--- config.mk ---
export PLATFORM = sky130hd
export DESIGN_NAME = pipo_arbiter
export DESIGN_NICKNAME = d
export VERILOG_FILES = /design/src/rtl/pipo_arbiter.sv
export SDC_FILE = /design/constraint.sdc
export NUM_CORES = 1
export LEC_CHECK = 0
export ABC_AREA = 1
export CORE_UTILIZATION = 60
export DETAILED_ROUTE_END_ITERATION = 12
export DONT_BUFFER_PORTS = 1
export HOLD_SLACK_MARGIN = 0.05
export PLACE_DENSITY = 0.76
export SLEW_MARGIN = 10
export SYNTH_ARGS = -nofsm -noshare
export SYNTH_HDL_FRONTEND = slang
export SYNTH_SLANG_ARGS = --single-unit
--- constraint.sdc ---
create_clock -name Clk -period 1.57 [get_ports Clk]
set_input_delay 0.471 -clock Clk [delete_from_list [all_inputs] [get_ports Clk]]
set_output_delay 0.471 -clock Clk [all_outputs]
set_load 0.02 [all_outputs]
--- src/rtl/pipo_arbiter.sv ---
// Two-requester round-robin arbiter that sequences a shared PIPO register.
// The winner's data is captured on the grant edge, then the register sees a
// one-cycle Load strobe, HOLD_CYCLES of Tx, and the winner gets a one-cycle Ack.
//
// state | meaning
// ------+---------------------------------------------------------------
// IDLE  | no transaction; sample Req and pick a winner
// LOAD  | Load strobe high for one cycle, captured data on ParalelInput
// XMIT  | Tx high for HOLD_CYCLES cycles, counted by holdCnt
// ACK   | Ack pulses to the granted requester; pointer updates on exit
module pipo_arbiter #(
  parameter int WIDTH       = 4,
  parameter int HOLD_CYCLES = 2
) (
  input  logic             Clk,
  input  logic             Reset,
  input  logic [1:0]       Req,
  input  logic [WIDTH-1:0] DataA,
  input  logic [WIDTH-1:0] DataB,
  output logic [1:0]       Grant,
  output logic [1:0]       Ack,
  output logic             Load,
  output logic             Tx,
  output logic [WIDTH-1:0] ParalelInput,
  output logic             Busy
);

  typedef enum logic [1:0] {
    IDLE = 2'd0,
    LOAD = 2'd1,
    XMIT = 2'd2,
    ACK  = 2'd3
  } stateT;

  // Last XMIT cycle index; the counter starts at 0 on LOAD->XMIT.
  localparam logic [3:0] HOLD_LAST = 4'(HOLD_CYCLES - 1);

  stateT      state;
  logic [3:0] holdCnt;
  // Index of the requester granted last; 1 after reset so requester 0 wins a tie.
  logic       lastGrant;
  logic       pickB;

  // Round-robin winner selection from the current request vector
  always_comb begin
    pickB = 1'b0;
    case (Req)
      2'b10:   pickB = 1'b1;
      2'b11:   pickB = ~lastGrant;
      default: pickB = 1'b0;
    endcase
  end

  // Transaction sequencer; outputs are registered alongside the state so
  // they always match the state being entered.
  always_ff @(posedge Clk) begin
    if (!Reset) begin
      state        <= IDLE;
      Grant        <= '0;
      Ack          <= '0;
      Load         <= 1'b0;
      Tx           <= 1'b0;
      Busy         <= 1'b0;
      ParalelInput <= '0;
      holdCnt      <= '0;
      lastGrant    <= 1'b1;
    end else begin
      case (state)
        IDLE: begin
          if (Req != 2'b00) begin
            Grant        <= pickB ? 2'b10 : 2'b01;
            ParalelInput <= pickB ? DataB : DataA;
            Load         <= 1'b1;
            Busy         <= 1'b1;
            state        <= LOAD;
          end
        end
        LOAD: begin
          Load    <= 1'b0;
          Tx      <= 1'b1;
          holdCnt <= '0;
          state   <= XMIT;
        end
        XMIT: begin
          if (holdCnt == HOLD_LAST) begin
            Tx    <= 1'b0;
            Ack   <= Grant;
            state <= ACK;
          end else begin
            holdCnt <= holdCnt + 4'd1;
          end
        end
        ACK: begin
          Ack       <= '0;
          Grant     <= '0;
          Busy      <= 1'b0;
          lastGrant <= Grant[1];
          state     <= IDLE;
        end
        default: state <= IDLE;
      endcase
    end
  end

endmodule

Word level (Yosys, flattened, before mapping):

Index checks and enable logic that the tools add are counted.

* eq/ne operators: 9
* $lt $le $gt $ge: 0
* add/sub/neg operators: 1
* muxes and demuxes: 17
* shift operators: 0
* $mul: 0
* bitwise gates (word level): 1
* reduce and logical (&&, ||, !) cells: 13
* div/mod/pow operators: 0

Operators with widths (number)
* AND reduction 2 bit: 7
* two-way mux 2 bit: 5
* nonzero test 2 bit: 5
* equality test 2 bit (second input constant): 4
* two-way mux 4 bit: 2
* case mux 1 bit (2 select lines): 4
* case mux 2 bit (2 select lines): 2
* case mux 2 bit (4 select lines): 1
* case mux 4 bit (2 select lines): 1
* inequality test 2 bit (second input constant): 3
* adder 4 x 1 -> 4 bit (second input constant): 1
* equality test 4 x 1 -> 1 bit (second input constant): 1
* equality test 2 x 1 -> 1 bit (second input constant): 1
* zero test 2 bit: 1
* two-way mux 1 bit: 2
* inverter 1 bit: 1

* memory bits (writable): 0
* ROM bits: 0
* bits in latches: 0
* bits in registers: 18
* memories kept: 0
* word-level logic and storage cells: 50

Longest topological paths before layout:

Gate-level depths: netlist of the first run.

* depth after elaboration: 5
* mapped depth: 8

Worst setup path before layout of the first run:

OpenSTA, ideal clock, no wires.

* path type: reg2reg
* start point: register state[0]
* end point: register Load
* stages on the path, launching flop included: 8
* path buffers: 1
* path slack: 0.366 ns
* arrival: 1.088 ns
* setup time: 0.116 ns
* cell sequence: dfxtp_1 inv_1 ha_1 o21ai_2 inv_2 buf_6 o21ai_0 nor2_1

* cells in the longest elaborated chain, start to end: 3

Ends and longest elaborated chain
* from (decl): RTL line 38 `stateT state;`
* from (signal assigned): RTL line 58 `state <= IDLE;`
* from (signal assigned): RTL line 75 `state <= LOAD;`
* from (signal assigned): RTL line 82 `state <= XMIT;`
* equality test 2 x 1 -> 1 bit or zero test 2 bit (tied branches): RTL line 68 `case (state)`
* nonzero test 2 bit (no line) or inequality test 2 bit (tied branches)
* AND reduction 2 bit (no line)
* to (signal assigned): RTL line 61 `Load <= 1'b0;`
* to (signal assigned): RTL line 73 `Load <= 1'b1;`
* to (signal assigned): RTL line 79 `Load <= 1'b0;`
* to (decl): RTL line 22 `output logic Load,`

Parallel ways exist; a longest one is shown, timed or not.
A chain may end at the register's enable or synchronous reset.

Worst setup path in the final report of the first run:

* start point: register state[0]
* end point: register holdCnt[0]

* cells in the longest elaborated chain, start to end: 3

Ends and longest elaborated chain
* equality test 2 bit or equality test 2 x 1 -> 1 bit (tied branches): RTL line 68
* inequality test 2 bit (no line) or nonzero test 2 bit (tied branches)
* AND reduction 2 bit (no line)
* to (signal assigned): RTL line 90 `holdCnt <= holdCnt + 4'd1;`
* to (decl): RTL line 39 `logic [3:0] holdCnt;`

Parallel ways exist; a longest one is shown, timed or not.

==> results.json, run 1 <==
{
  "via_per_inst": 5.27,
  "crit_path_start_kind": "flop",
  "cp.buffers_inverters": 2,
  "synth.distinct_cells": 18,
  "critical_path_arrival_ns": 1.58,
  "synthesis.area_per_instance_um2": 6.95,
  "hold_slack_ns": 0.280,
  "clkLatencyLatePin_ns": 0.29,
  "setup_total_negative_slack_ns": 0,
  "timing.critical_path.max_delay_family": "flip-flops",
  "detailedPlace.worstSlack_ns": 0.220,
  "net-switching-power_mw": 0.703,
  "critical_path_cell_count": 6,
  "fin_ws_ns": 0.194,
  "drt_pre_antenna_iters": 4,
  "design.core.area_um2": 1380,
  "grt_pass1_vias": 703,
  "worst-slew-pin-transition_ns": 0.269,
  "drt.antenna.violating_nets": 0,
  "vias": 796,
  "rsz_0062_raised_after_global_routing": "no",
  "number_of_hold_slack_violations_in_the_final_timing_report": 0,
  "path_common_cell": "inv_1",
  "count_of_h_tree_levels_built_during_cts": 1,
  "max_cap_violations": 0,
  "cts_tree": "built",
  "drv_slew": 0,
  "number_of_antenna_violations_at_the_first_check_in_global_routing": 0,
  "run_status": "finished clean",
  "final_layout_size_suffix_gt1_share_pct": 6.62,
  "seqPwrFrac_pct": 49.4,
  "cp.required_ns": 1.77,
  "cts_hold_buffers": 0,
  "clock_path_buffers": 2,
  "grt_start_max_net_pins": 13,
  "clkPwrFrac_pct": 14.6,
  "fillCellCount": 112,
  "dieArea_um2": 1730,
  "power.density_nw_per_um2": 1640,
  "portBuffers": 0,
  "wl_per_cell_um": 11.1,
  "max-vdd-ir-drop_uv": 891,
  "yosys_register_bits": 18,
  "reg2reg_depth": 6,
  "clock.fmax_mhz": 727,
  "power.internal_mw": 0.881,
  "syn_nets": 154,
  "hold_path_class": "input port to flop",
  "final-instance-count-excl-fill": 151,
  "slew_headroom_pct": 82.0,
  "die-height_um": 41.5,
  "post-layout-total-power_mw": 1.58,
  "route.final.wire_length_um": 1670,
  "place.gp.congestion": 0.844,
  "dieWidth_um": 41.5,
  "grt_overflow": 0,
  "synthesis.instances": 135,
  "start_util_pct": 67.9,
  "num_io_pins": 23,
  "worstSetupEndpointType": "flop",
  "num-nets-final": 157,
  "finalClockSkew_ns": 0.00117,
  "areaGrowthSynthToFinish_pct": 2.67,
  "drt_drc_violations_left": 0,
  "clk_pin_slew_ns": 0.10,
  "tritoncts_num_sinks": 18,
  "placement_rows": 13,
  "seq_area_frac_synth_pct": 38.4,
  "dp.cells": 148,
  "criticalPathCategory": "flop to flop",
  "cts_post_setup_buffers_inserted": 0,
  "combPwrFrac_pct": 36.0,
  "dr_iter_0_viols": 18,
  "crit_path_max_incr_delay_ns": 0.38,
  "fin_crit_ns": 1.38,
  "cp_cell_sequence": "inv_1 -> ha_1 -> inv_1 -> nand2_1 -> a21oi_1 -> nor2_1",
  "post_synth_instance_area_um2": 938,
  "cellLeakagePower_nw": 0.469,
  "detailedPlacementHpwl_um": 1240,
  "grt_util_all_layers_pct": 21.5,
  "worstPathMaxFanout": 7,
  "grt_first_pass_wirelength_um": 2990,
  "ys_warn_count": 0,
  "cts-buffers-inserted": 3,
  "hold_path_stages": 1,
  "root_buffer": "clkbuf_4",
  "setup_viol": 0,
  "switching_share_pct": 44.4,
  "period_share_pct": 87.6,
  "timing.critical_path.slowest_stage_cell": "dfxtp_1",
  "antenna_cells": 0,
  "cts_resized": 0
}
-- cell type report --
type	instances	area [µm²]	share of cell area, %
multi-input cells	95	487	50.5
flip-flops and latches	18	360	37.4
inverters	20	75.1	7.79
clock buffers	3	22.5	2.34
well taps	15	18.8	1.95
-- worst register-to-register path, delay by kind of cell (launching register included) --
kind	cells	cell delay [ns]
flops	1	0.38
fa+ha+maj	1	0.31
buf+inv	2	0.26
compound gates	1	0.17
simple gates	2	0.17
-- worst paths after layout --
| kind | startpoint | endpoint | slack (ns) |
|---|---|---|---|
| setup / recovery | state[0] | holdCnt[0] | 0.19 |
| setup reg to reg | state[0] | holdCnt[0] | 0.19 |
| hold reg to reg | lastGrant | lastGrant | 0.50 |
| hold / removal | Reset | lastGrant | 0.28 |
-- registers in the layout, summed over array words and instances (netlist names) --
signal	cells
ParalelInput	4
holdCnt	4
Ack	2
Grant	2
state	2
Busy	1
Load	1
Tx	1
lastGrant	1
-- stage by stage --
stage          util, %  cell area (µm²)
5_1_grt           69.7              963
3_3_place_gp      68.1              941
2_1_floorplan        -              938
6_report          69.7              963
3_5_place_dp      68.1              941
4_1_cts           69.7              963
-- metal layers --
layer / vias to the layer above / wire length (µm) / global-route usage, %
met4: 0 / 19 / 7.10
met1: 339 / 857 / 33.7
li1: 433 / - / -
met5: - / 0 / 0
met2: 21 / 708 / 28.7
met3: 3 / 86 / 4.35
-- cells by family (layout without fill, tap and decap cells) --
logic type / count (synthesis) / after routing / share of synthesized area [%]
simple gates: 69 / 69 / 31.7
buf+inv: 22 / 23 / 9.73
compound gates: 19 / 19 / 10.8
flops: 18 / 18 / 38.4
fa+ha+maj: 7 / 7 / 9.33
-- synthesized netlist by cell type, drive strengths merged --
cell,instances,area (µm²)
buf,2,16.3
and2,1,6.26
o211ai,1,7.51
nand3b,2,15.0
a21oi,12,60.1
o21ai,6,33.8
ha,7,87.6
nand3,15,75.1
inv,20,75.1
dfxtp,18,360
nand4,1,6.26
nor2,21,78.8
nand2,28,110
or2,1,6.26
-- cells in the final DEF (no fill, tap or decap) --
cell type	count
o21ai_0	5
ha_1	7
inv_2	2
a21oi_1	12
o211ai_1	1
and2_1	1
nand2_1	26
o21ai_2	1
nor2_1	21
nand4_1	1
nand3_1	15
dfxtp_1	18
or2_2	1
clkbuf_4	3
nand2_2	2
inv_1	18
nand3b_1	2
-- power groups by stage --
stage,clock (mW),sequential (mW),combinational [mW]
floorplan,0,0.769,0.503
finish,0.231,0.782,0.571
detailed placement,0,0.792,0.565
global route,0.257,0.802,0.663
global placement,0,0.790,0.554
CTS,0.238,0.782,0.568
Power figures use the tool's default switching activity.
==> run 2, diff against run 1 <==
--- a/config.mk
+++ b/config.mk
@@ -11,7 +11,7 @@
 export DONT_BUFFER_PORTS = 1
 export HOLD_SLACK_MARGIN = 0.05
 export PLACE_DENSITY = 0.76
-export SLEW_MARGIN = 10
+export SLEW_MARGIN = 20
 export SYNTH_ARGS = -nofsm -noshare
 export SYNTH_HDL_FRONTEND = slang
 export SYNTH_SLANG_ARGS = --single-unit
==> results of run 2 <==
Final layout, timing and power as in run 1 (identical DEF).
==> run 3, diff against run 2 <==
--- a/config.mk
+++ b/config.mk
@@ -6,12 +6,11 @@
 export NUM_CORES = 1
 export LEC_CHECK = 0
 export ABC_AREA = 1
-export CORE_UTILIZATION = 60
+export CORE_ASPECT_RATIO = 0.8
+export CORE_UTILIZATION = 47
 export DETAILED_ROUTE_END_ITERATION = 12
-export DONT_BUFFER_PORTS = 1
 export HOLD_SLACK_MARGIN = 0.05
-export PLACE_DENSITY = 0.76
-export SLEW_MARGIN = 20
+export PLACE_DENSITY = 0.74
 export SYNTH_ARGS = -nofsm -noshare
 export SYNTH_HDL_FRONTEND = slang
 export SYNTH_SLANG_ARGS = --single-unit
==> results.json, run 3 (synthesized netlist as in run 1, its figures left out) <==
{
  "clock.fmax_mhz": 680,
  "dr_iter_0_viols": 20,
  "cp.buffers_inverters": 1,
  "dp.cells": 181,
  "final_design_area_no_fill_um2": 1210,
  "layout.cells.most_common_list": "nand2_1 (26), nor2_1 (21), dfxtp_1 (18), inv_1 (18), nand3_1 (15)",
  "cp.required_ns": 1.10,
  "place.gp.congestion": 0.802,
  "die-height_um": 42.0,
  "fin_crit_ns": 1.47,
  "vias": 871,
  "finalClockSkew_ns": 0.00155,
  "crit_path_start_kind": "flop",
  "rsz_0062_raised_after_global_routing": "no",
  "run_status": "finished clean",
  "clkLatencyLatePin_ns": 0.29,
  "clk_pin_slew_ns": 0.10,
  "number_of_antenna_violations_at_the_first_check_in_global_routing": 0,
  "drt_drc_violations_left": 0,
  "root_buffer": "clkbuf_4",
  "cellLeakagePower_nw": 0.609,
  "antenna_cells": 0,
  "final-instance-count-excl-fill": 185,
  "period_share_pct": 93.6,
  "drv_slew": 0,
  "timing.critical_path.max_delay_family": "flip-flops",
  "worst-slew-pin-transition_ns": 0.264,
  "ff2ff_setup_slack_ns": 0.22,
  "grt_pass1_vias": 753,
  "wl_per_cell_um": 10.2,
  "timing.critical_path.slowest_stage_cell": "dfxtp_1",
  "tritoncts_num_sinks": 18,
  "hold_path_class": "flop to flop",
  "num-nets-final": 181,
  "route.final.wire_length_um": 1880,
  "number_of_hold_slack_violations_in_the_final_timing_report": 0,
  "max-vdd-ir-drop_uv": 907,
  "cts_tree": "built",
  "drt.antenna.violating_nets": 0,
  "dieWidth_um": 52.0,
  "via_per_inst": 4.71,
  "placed_area_um2": 1190,
  "grt_start_max_net_pins": 13,
  "worstPathMaxFanout": 3,
  "cp_cell_sequence": "dlygate4sd2_1",
  "design.core.area_um2": 1870,
  "cts_hold_buffers": 0,
  "crit_path_max_incr_delay_ns": 0.37,
  "reg_top3": "ParalelInput (4), holdCnt (4)",
  "areaGrowthSynthToFinish_pct": 28.9,
  "clock_path_buffers": 2,
  "slew_headroom_pct": 82.4,
  "grt_util_all_layers_pct": 20.2,
  "final_layout_size_suffix_gt1_share_pct": 7.45,
  "num_io_pins": 23,
  "worstSetupEndpointType": "output port",
  "setup_viol": 0,
  "cts-buffers-inserted": 3,
  "grt_first_pass_wirelength_um": 3280,
  "placement_rows": 14,
  "grt_overflow": 0,
  "layout.cells.most_common": "nand2_1",
  "detailedPlacementHpwl_um": 1480,
  "criticalPathCategory": "flop to output port",
  "drt_pre_antenna_iters": 4,
  "critical_path_arrival_ns": 1.00,
  "max_cap_violations": 0,
  "portBuffers": 22,
  "count_of_h_tree_levels_built_during_cts": 1,
  "dieArea_um2": 2180,
  "start_util_pct": 50.1,
  "power.density_nw_per_um2": 1470
}
## run 3: cell types whose count changed in the layout (fill, tap and decap cells not counted), sizes merged
cell and change:
clkdlybuf4s50 +11, dlygate4sd2 +11, buf +2, clkbuf +1
## run 3: where the power goes
part	total, mW	internal (mW)	leakage, nW	switching, mW
combinational	0.828	0.323	0.441	0.505
sequential	0.668	0.583	0.148	0.0842
clock	0.280	0.141	0.0210	0.138
total	1.78	1.05	0.609	0.728
## run 3: routing by layer
layer | track usage [%] | vias to the layer above | part of all wire [%] | wire (µm)
met3 | 6.59 | 2 | 3.9 | 73
met5 | 0 | - | 0 | 0
met1 | 29.7 | 376 | 53 | 1000
met4 | 4.86 | 0 | 0.69 | 13
li1 | - | 481 | - | -
met2 | 28.2 | 12 | 42 | 787
## run 3: final timing paths
kind	from	to	cells past startpoint
max	Grant[1]	Grant[1]	1
min	Ack[1]	Ack[1]	2
max reg2reg	state[0]	holdCnt[1]	6
min reg2reg	Ack[1]	Ack[1]	2
## run 3: area by class of cell
class                      count  area (µm²)
tap                           24        30.0
fill                         184         664
sequential                    18         360
clock buffer                   4        36.3
timing repair buffer          24         221
multi-input combinational     95         487
inverter                      20        75.1
## run 3: stage by stage
stage          utilization [%]  setup TNS, ns  worst slack [ns]  hold slack [ns]  total power [mW]
3_5_place_dp              63.4        -0.0669           -0.0348            0.477              1.57
6_report                  64.6              0             0.100            0.485              1.78
4_1_cts                   64.6              0            0.0877            0.489              1.80
2_1_floorplan                -              0             0.366            0.446              1.27
3_3_place_gp              63.4              0            0.0147            0.471              1.56
5_1_grt                   64.6              0            0.0102            0.497              1.94
## run 3: worst reg2reg max path: cells and delay by family, from the launching register on
kind                       cells  cell delay (ns)
and+or+nand+nor                2             0.25
DFF                            1             0.34
buffers and inverters          2             0.25
adders and majority gates      1             0.32
AOI/OAI and AO/OA              1             0.13
## run 3: what timing repair did
action / CTS / global route
gates resized for setup: 11 / 0
endpoints found under the setup margin: 11 / 0
setup buffers: 0 / 0
